$ cat src/rtl/as5402_pkg.sv
// Shared opcode and phase encodings for the AS5402 4-phase accumulator core.
package as5402_pkg;

    typedef enum logic [3:0] {
        OP_LDI  = 4'h0,
        OP_STR  = 4'h1,
        OP_SEC  = 4'h2,
        OP_CLC  = 4'h3,
        OP_JMP  = 4'h4,
        OP_LML  = 4'h5,
        OP_LMH  = 4'h6,
        OP_LDR  = 4'h7,
        OP_ADD  = 4'h8,
        OP_SUB  = 4'h9,
        OP_NAND = 4'hA,
        OP_XOR  = 4'hB,
        OP_SKF  = 4'hC,
        OP_SKZ  = 4'hD,
        OP_SKC  = 4'hE,
        OP_NOP  = 4'hF
    } opcode_e;

    typedef enum logic [3:0] {
        PH_P0 = 4'b0001,
        PH_P1 = 4'b0010,
        PH_P2 = 4'b0100,
        PH_P3 = 4'b1000
    } phase_e;

    // Opcodes that fetch their operand over the bus and therefore pulse rd.
    function automatic logic reads_bus(opcode_e op);
        return op inside {OP_LDR, OP_ADD, OP_SUB, OP_NAND, OP_XOR};
    endfunction

endpackage

$ cat src/rtl/as5402_if.sv
// Bus bundle between the AS5402 core (slave) and its environment (master).
interface as5402_if #(
    parameter int DATA_W = 4,
    parameter int NUM_EF = 2
);
    logic [3:0]          instr;
    logic [DATA_W-1:0]   data_in;
    logic [NUM_EF-1:0]   ef;
    logic [DATA_W-1:0]   data_out;
    logic                data_oe;
    logic [2*DATA_W-1:0] addr_out;
    logic [3:0]          phase;
    logic                wr;
    logic                rd;
    logic                mar_ld;
    logic                jmp;
    logic                carry;
    logic                skip_active;

    modport master (
        output instr, data_in, ef,
        input  data_out, data_oe, addr_out, phase, wr, rd, mar_ld, jmp, carry, skip_active
    );

    modport slave (
        input  instr, data_in, ef,
        output data_out, data_oe, addr_out, phase, wr, rd, mar_ld, jmp, carry, skip_active
    );
endinterface

$ cat src/rtl/as5402_alu.sv
// Combinational datapath: produces next accumulator and carry for the latched opcode.
module as5402_alu
    import as5402_pkg::*;
#(
    parameter int DATA_W = 4
) (
    input  opcode_e           op,
    input  logic [DATA_W-1:0] acc,
    input  logic [DATA_W-1:0] operand,
    input  logic              carry_in,
    output logic [DATA_W-1:0] result,
    output logic              carry_out
);
    logic [DATA_W:0] sum;

    // Subtraction adds the inverted operand so carry out means "no borrow".
    always_comb begin
        sum       = '0;
        result    = acc;
        carry_out = carry_in;
        case (op)
            OP_LDI, OP_LDR: result = operand;
            OP_ADD: begin
                sum       = {1'b0, acc} + {1'b0, operand} + {{DATA_W{1'b0}}, carry_in};
                result    = sum[DATA_W-1:0];
                carry_out = sum[DATA_W];
            end
            OP_SUB: begin
                sum       = {1'b0, acc} + {1'b0, ~operand} + {{DATA_W{1'b0}}, carry_in};
                result    = sum[DATA_W-1:0];
                carry_out = sum[DATA_W];
            end
            OP_NAND: result = ~(acc & operand);
            OP_XOR:  result = acc ^ operand;
            OP_SEC:  carry_out = 1'b1;
            OP_CLC:  carry_out = 1'b0;
            default: ;
        endcase
    end
endmodule

$ cat src/rtl/as5402_core.sv
// AS5402 sequencer: four one-hot phases per instruction, registered strobes,
// results committed on the edge leaving P2, single-instruction skip.
module as5402_core
    import as5402_pkg::*;
#(
    parameter int DATA_W = 4,
    parameter int NUM_EF = 2
) (
    input  logic    clk,
    input  logic    rst,
    as5402_if.slave bus
);
    phase_e            phase_q;
    opcode_e           op_q;
    logic [DATA_W-1:0] acc_q;
    logic [DATA_W-1:0] mar_l_q;
    logic [DATA_W-1:0] mar_h_q;
    logic [DATA_W-1:0] data_out_q;
    logic              carry_q;
    logic              skip_arm_q;
    logic              skip_active_q;
    logic              wr_q;
    logic              oe_q;
    logic              rd_q;
    logic              mar_ld_q;
    logic              jmp_q;
    logic [DATA_W-1:0] alu_result;
    logic              alu_carry;
    logic              ef_hit;

    as5402_alu #(.DATA_W(DATA_W)) u_alu (
        .op        (op_q),
        .acc       (acc_q),
        .operand   (bus.data_in),
        .carry_in  (carry_q),
        .result    (alu_result),
        .carry_out (alu_carry)
    );

    // Accumulator values at or beyond NUM_EF select no flag and never skip.
    always_comb begin
        ef_hit = 1'b0;
        for (int i = 0; i < NUM_EF; i++) begin
            if (acc_q == DATA_W'(i)) ef_hit = bus.ef[i];
        end
    end

    // Strobes are registered one edge ahead of the phase they belong to.
    always_ff @(posedge clk) begin
        if (rst) begin
            phase_q       <= PH_P0;
            op_q          <= OP_NOP;
            acc_q         <= '0;
            mar_l_q       <= '0;
            mar_h_q       <= '0;
            data_out_q    <= '0;
            carry_q       <= 1'b0;
            skip_arm_q    <= 1'b0;
            skip_active_q <= 1'b0;
            wr_q          <= 1'b0;
            oe_q          <= 1'b0;
            rd_q          <= 1'b0;
            mar_ld_q      <= 1'b0;
            jmp_q         <= 1'b0;
        end else begin
            case (phase_q)
                PH_P0: begin
                    phase_q <= PH_P1;
                    op_q    <= opcode_e'(bus.instr);
                    rd_q    <= reads_bus(opcode_e'(bus.instr)) && !skip_active_q;
                end
                PH_P1: begin
                    phase_q <= PH_P2;
                    if (op_q == OP_STR && !skip_active_q) begin
                        wr_q       <= 1'b1;
                        oe_q       <= 1'b1;
                        data_out_q <= acc_q;
                    end
                end
                PH_P2: begin
                    phase_q <= PH_P3;
                    rd_q    <= 1'b0;
                    if (!skip_active_q) begin
                        acc_q   <= alu_result;
                        carry_q <= alu_carry;
                        case (op_q)
                            OP_LML: begin
                                mar_l_q  <= acc_q;
                                mar_ld_q <= 1'b1;
                            end
                            OP_LMH: begin
                                mar_h_q  <= acc_q;
                                mar_ld_q <= 1'b1;
                            end
                            OP_JMP:  jmp_q      <= 1'b1;
                            OP_SKF:  skip_arm_q <= ef_hit;
                            OP_SKZ:  skip_arm_q <= (acc_q == '0);
                            OP_SKC:  skip_arm_q <= carry_q;
                            default: ;
                        endcase
                    end
                end
                default: begin
                    phase_q       <= PH_P0;
                    wr_q          <= 1'b0;
                    oe_q          <= 1'b0;
                    mar_ld_q      <= 1'b0;
                    jmp_q         <= 1'b0;
                    data_out_q    <= '0;
                    skip_active_q <= skip_arm_q;
                    skip_arm_q    <= 1'b0;
                end
            endcase
        end
    end

    assign bus.phase       = phase_q;
    assign bus.data_out    = data_out_q;
    assign bus.data_oe     = oe_q;
    assign bus.addr_out    = {mar_h_q, mar_l_q};
    assign bus.wr          = wr_q;
    assign bus.rd          = rd_q;
    assign bus.mar_ld      = mar_ld_q;
    assign bus.jmp         = jmp_q;
    assign bus.carry       = carry_q;
    assign bus.skip_active = skip_active_q;
endmodule
$ cat src/flat_wrapper.sv
// flat-port wrapper written by rule: the top's interface ports become plain ports
module as5402_core_flat import as5402_pkg::*;
#(
    parameter int DATA_W = 4,
    parameter int NUM_EF = 2
)
  (clk, rst, bus_instr, bus_data_in, bus_ef, bus_data_out, bus_data_oe, bus_addr_out, bus_phase, bus_wr, bus_rd, bus_mar_ld, bus_jmp, bus_carry, bus_skip_active);
  as5402_if #(.DATA_W(DATA_W), .NUM_EF(NUM_EF)) bus_i ();
  input  logic clk;
  input  logic rst;
  input wire logic [$bits(bus_i.instr)-1:0] bus_instr;
  input wire logic [$bits(bus_i.data_in)-1:0] bus_data_in;
  input wire logic [$bits(bus_i.ef)-1:0] bus_ef;
  output wire logic [$bits(bus_i.data_out)-1:0] bus_data_out;
  output wire logic [$bits(bus_i.data_oe)-1:0] bus_data_oe;
  output wire logic [$bits(bus_i.addr_out)-1:0] bus_addr_out;
  output wire logic [$bits(bus_i.phase)-1:0] bus_phase;
  output wire logic [$bits(bus_i.wr)-1:0] bus_wr;
  output wire logic [$bits(bus_i.rd)-1:0] bus_rd;
  output wire logic [$bits(bus_i.mar_ld)-1:0] bus_mar_ld;
  output wire logic [$bits(bus_i.jmp)-1:0] bus_jmp;
  output wire logic [$bits(bus_i.carry)-1:0] bus_carry;
  output wire logic [$bits(bus_i.skip_active)-1:0] bus_skip_active;
  assign bus_i.instr = bus_instr;
  assign bus_i.data_in = bus_data_in;
  assign bus_i.ef = bus_ef;
  assign bus_data_out = bus_i.data_out;
  assign bus_data_oe = bus_i.data_oe;
  assign bus_addr_out = bus_i.addr_out;
  assign bus_phase = bus_i.phase;
  assign bus_wr = bus_i.wr;
  assign bus_rd = bus_i.rd;
  assign bus_mar_ld = bus_i.mar_ld;
  assign bus_jmp = bus_i.jmp;
  assign bus_carry = bus_i.carry;
  assign bus_skip_active = bus_i.skip_active;
  as5402_core #(.DATA_W(DATA_W), .NUM_EF(NUM_EF)) u_core (.clk(clk), .rst(rst), .bus(bus_i));
endmodule
$ cat config.mk
export PLATFORM = sky130hd
export DESIGN_NAME = as5402_core_flat
export DESIGN_NICKNAME = d
export VERILOG_FILES = /design/src/rtl/as5402_pkg.sv /design/src/rtl/as5402_if.sv /design/src/rtl/as5402_alu.sv /design/src/rtl/as5402_core.sv /design/src/flat_wrapper.sv
export SDC_FILE = /design/constraint.sdc
export NUM_CORES = 1
export LEC_CHECK = 0
export ABC_AREA = 1
export ABC_CLOCK_PERIOD_IN_PS = 2850
export CORE_MARGIN = 2
export CORE_UTILIZATION = 35
export DETAILED_ROUTE_END_ITERATION = 10
export PLACE_DENSITY = 0.66
export SYNTH_ARGS = -nofsm -noshare
export SYNTH_HDL_FRONTEND = slang
export SYNTH_SLANG_ARGS = --single-unit
$ cat constraint.sdc
create_clock -name clk -period 2.85 [get_ports clk]
set_input_delay 0.855 -clock clk [delete_from_list [all_inputs] [get_ports clk]]
set_output_delay 0.855 -clock clk [all_outputs]
set_load 0.02 [all_outputs]
==> metrics.txt <==
area taken by multi-input logic gates 0.00109 mm²; drt pass-1 iters 4; R2R Setup Slk ~0.74 ns; Adder-Cell Fraction of Synth Area 9.64%; clk_lat worst skew 0.28 ns; Achievable Freq ~0.38 GHz; mean number of vias per cell 4.81; syn nets 279; pre-CTS WS -0.0873 ns; Worst path max stage delay 0.54 ns; NumNets Final about 320; Via Count 1757; Tcrit/Tclk final roughly 90%; antenna violations before repair 0; Pleak between 1 and 1.5 nW; CP Capture Type flip-flop; setup tns final 0 ns; Peak VDD IR approximately 0.00025 V; number of max-cap violations 0; Setup Skew about 0.0074 ns; post-synthesis sequential area ratio between 30 and 40%; cell row count 26; crit path time final 2.62 ns; RR Endpoint u_core.acc_q[2]; mapped cell area 0.00187 mm²; hold depth 2; r2r startpoint u_core.acc_q[0]; Num CTS Buffers 5; io pins 35; worst-path maximum fanout 3; R2R cell count 8; setup ws final 0.230 ns; first-pass GRT wire length 7.54 mm; post-DR wirelength/cell 12.4 µm; CP Launch Type primary input; P&R area growth vs syn 27.8%; htree depth 2; CTS sink cnt 31; slowest cell on the critical path clkdlybuf4s50_1; Core ar. 0.00514 mm²; CTS resizes 0; total grt overflow 0; routability cong. 0.886; Total GRT Usage 15.5%; starting DRC count in detailed routing 90; Fin. Hold Viols 0; Synth Area in Simple Gates approximately a third; PortBufs 34; root cell of the clock tree clkbuf_8; Routed WL 4.51 mm; RSZ-0062 raised after global routing false; compound-gate portion of the synthesized area between 15 and 20%; vias in the first global route 1636; status complete, no violations; clock buffer depth 2; critical hold path startpoint u_core.bus.data_out[3]; Synth Warn # 0; hold_buf cts 0; Starting Density 36.4%; power per cell area 483 mW/mm²; Worst Hold Class reg2reg; clock-pin slew of the registers on the worst-case setup and hold paths ~0.07 ns; largest family of logic cells by synthesized area simple AND/OR/NAND/NOR gates; CP arrival 2.79 ns; Worst Hold Path EP u_core.bus.data_out[3]; final setup violation count 0; Chip Width 77.1 µm; Slew HR 66.9%; Post-DP HPWL 3.46 mm; Die Footprint ~0.006 mm²; fin. max-slew vios 0; count of cell types in the netlist 33; synthesized flop and latch total 31; ant diodes 0; Layout fillers 561; FF+latch area a little over 600 µm²; largest net degree at the start of global routing 18; remaining antenna violation count after routing 0; Worst-Margin Slew 0.496 ns; # DRC 0; CTS tree done; multiplexer area fraction after synthesis 0%; Req. time, crit path 3.02 ns; Synth Area in XOR/XNOR 0%; Post-Synthesis Cells approximately 260; CP Cell Sequence clkdlybuf4s50_1 -> inv_1 -> fa_1 -> inv_1 -> fa_1 -> nand2_1 -> nand4_1 -> o21bai_1 -> a21oi_1; layout cells sized above 1 around 11%; Mapped Avg Cell Area 7.33 µm²; Tot Pwr 1.15 mW; Post-CTS Setup Bufs 0; start-to-end type of the worst setup path in2reg; DIE HEIGHT 77.1 µm
[area by class of cell]
type	count	area share (%)
multi-input combinational	184	45.5
sequential	31	26.0
timing repair buffer	36	14.9
inverter	36	5.76
clock buffer	8	4.19
tap	70	3.67
[state kept, by name (all words and copies together) (netlist names), 4 cells and up]
signal               flops
u_core.mar_h_q           4
u_core.acc_q             4
u_core.mar_l_q           4
u_core.bus.phase         4
u_core.bus.data_out      4
u_core.op_q              4
[Yosys cell counts (all sizes together)]
cell,n,area [µm²]
clkbuf,1,3.75
buf,3,20.0
nor4,1,6.26
nand4,3,33.8
o21bai,1,7.51
ha,8,100
nand2,47,189
a21oi,23,130
nor2,43,216
o21ai,18,93.8
dfxtp,31,621
nand3,25,153
o21a,1,7.51
o211ai,7,52.6
clkinv,1,3.75
fa,4,80.1
nand3b,1,7.51
nor3,2,10.0
inv,35,134
[layer usage]
layer / vias up / share of wire, % / track usage, % / wire (µm)
li1: 904 / - / - / -
met1: 801 / 47 / 21.0 / 2130
met2: 48 / 46 / 25.1 / 2090
met3: 4 / 5.9 / 4.00 / 264
met4: 0 / 0.53 / 3.21 / 24
met5: - / 0 / 0 / 0
[power by group]
| part | total, mW | switching [mW] | internal (mW) |
|---|---|---|---|
| sequential | 0.490 | 0.0336 | 0.456 |
| clock | 0.377 | 0.156 | 0.220 |
| combinational | 0.287 | 0.186 | 0.101 |
[worst max-delay path: cells and delay by family]
family	cells	cell delay, ns
buf+inv	3	0.74
compound gates	2	0.22
simple gates	2	0.15
fa+ha+maj	2	0.81
[through the flow]
step	area, µm²	hold WS (ns)	cells	util [%]
5_1_grt	2390	0.495	365	46.5
2_1_floorplan	1870	0.458	255	-
3_5_place_dp	2290	0.453	357	44.5
6_report	2390	0.460	365	46.5
4_1_cts	2390	0.463	365	46.5
3_3_place_gp	2290	0.454	357	44.5
[logic make-up after synthesis]
logic type | count (synthesis)
adder cells (fa/ha/maj) | 12
buffers and inverters | 40
flip-flops | 31
AO/OA/AOI/OAI | 50
AND/OR/NAND/NOR | 122
[cell usage in the layout (no fill, tap or decap), types with 3 or more instances in the layout]
master	Yosys	routed
nor2_1	35	35
nand3_1	21	21
inv_2	4	4
ha_1	8	8
clkbuf_8	0	7
o211ai_1	7	7
fa_1	4	4
clkdlybuf4s50_1	0	34
o21ai_0	16	16
dfxtp_1	31	31
inv_1	30	30
nand2_1	44	44
nand3_2	3	3
nor2_4	7	7
a21oi_1	21	21
[how the worst max path moves through the flow]
stage          slack [ns]               to           start
2_1_floorplan        0.62  u_core.acc_q[1]  bus_data_in[0]
3_3_place_gp         0.01  u_core.acc_q[1]  bus_data_in[0]
3_5_place_dp        -0.09  u_core.acc_q[1]  bus_data_in[0]
4_1_cts              0.21  u_core.acc_q[1]  bus_data_in[0]
5_1_grt              0.13  u_core.acc_q[1]  bus_data_in[0]
6_report             0.23  u_core.acc_q[1]  bus_data_in[0]
(Power assumes the default switching activity.)
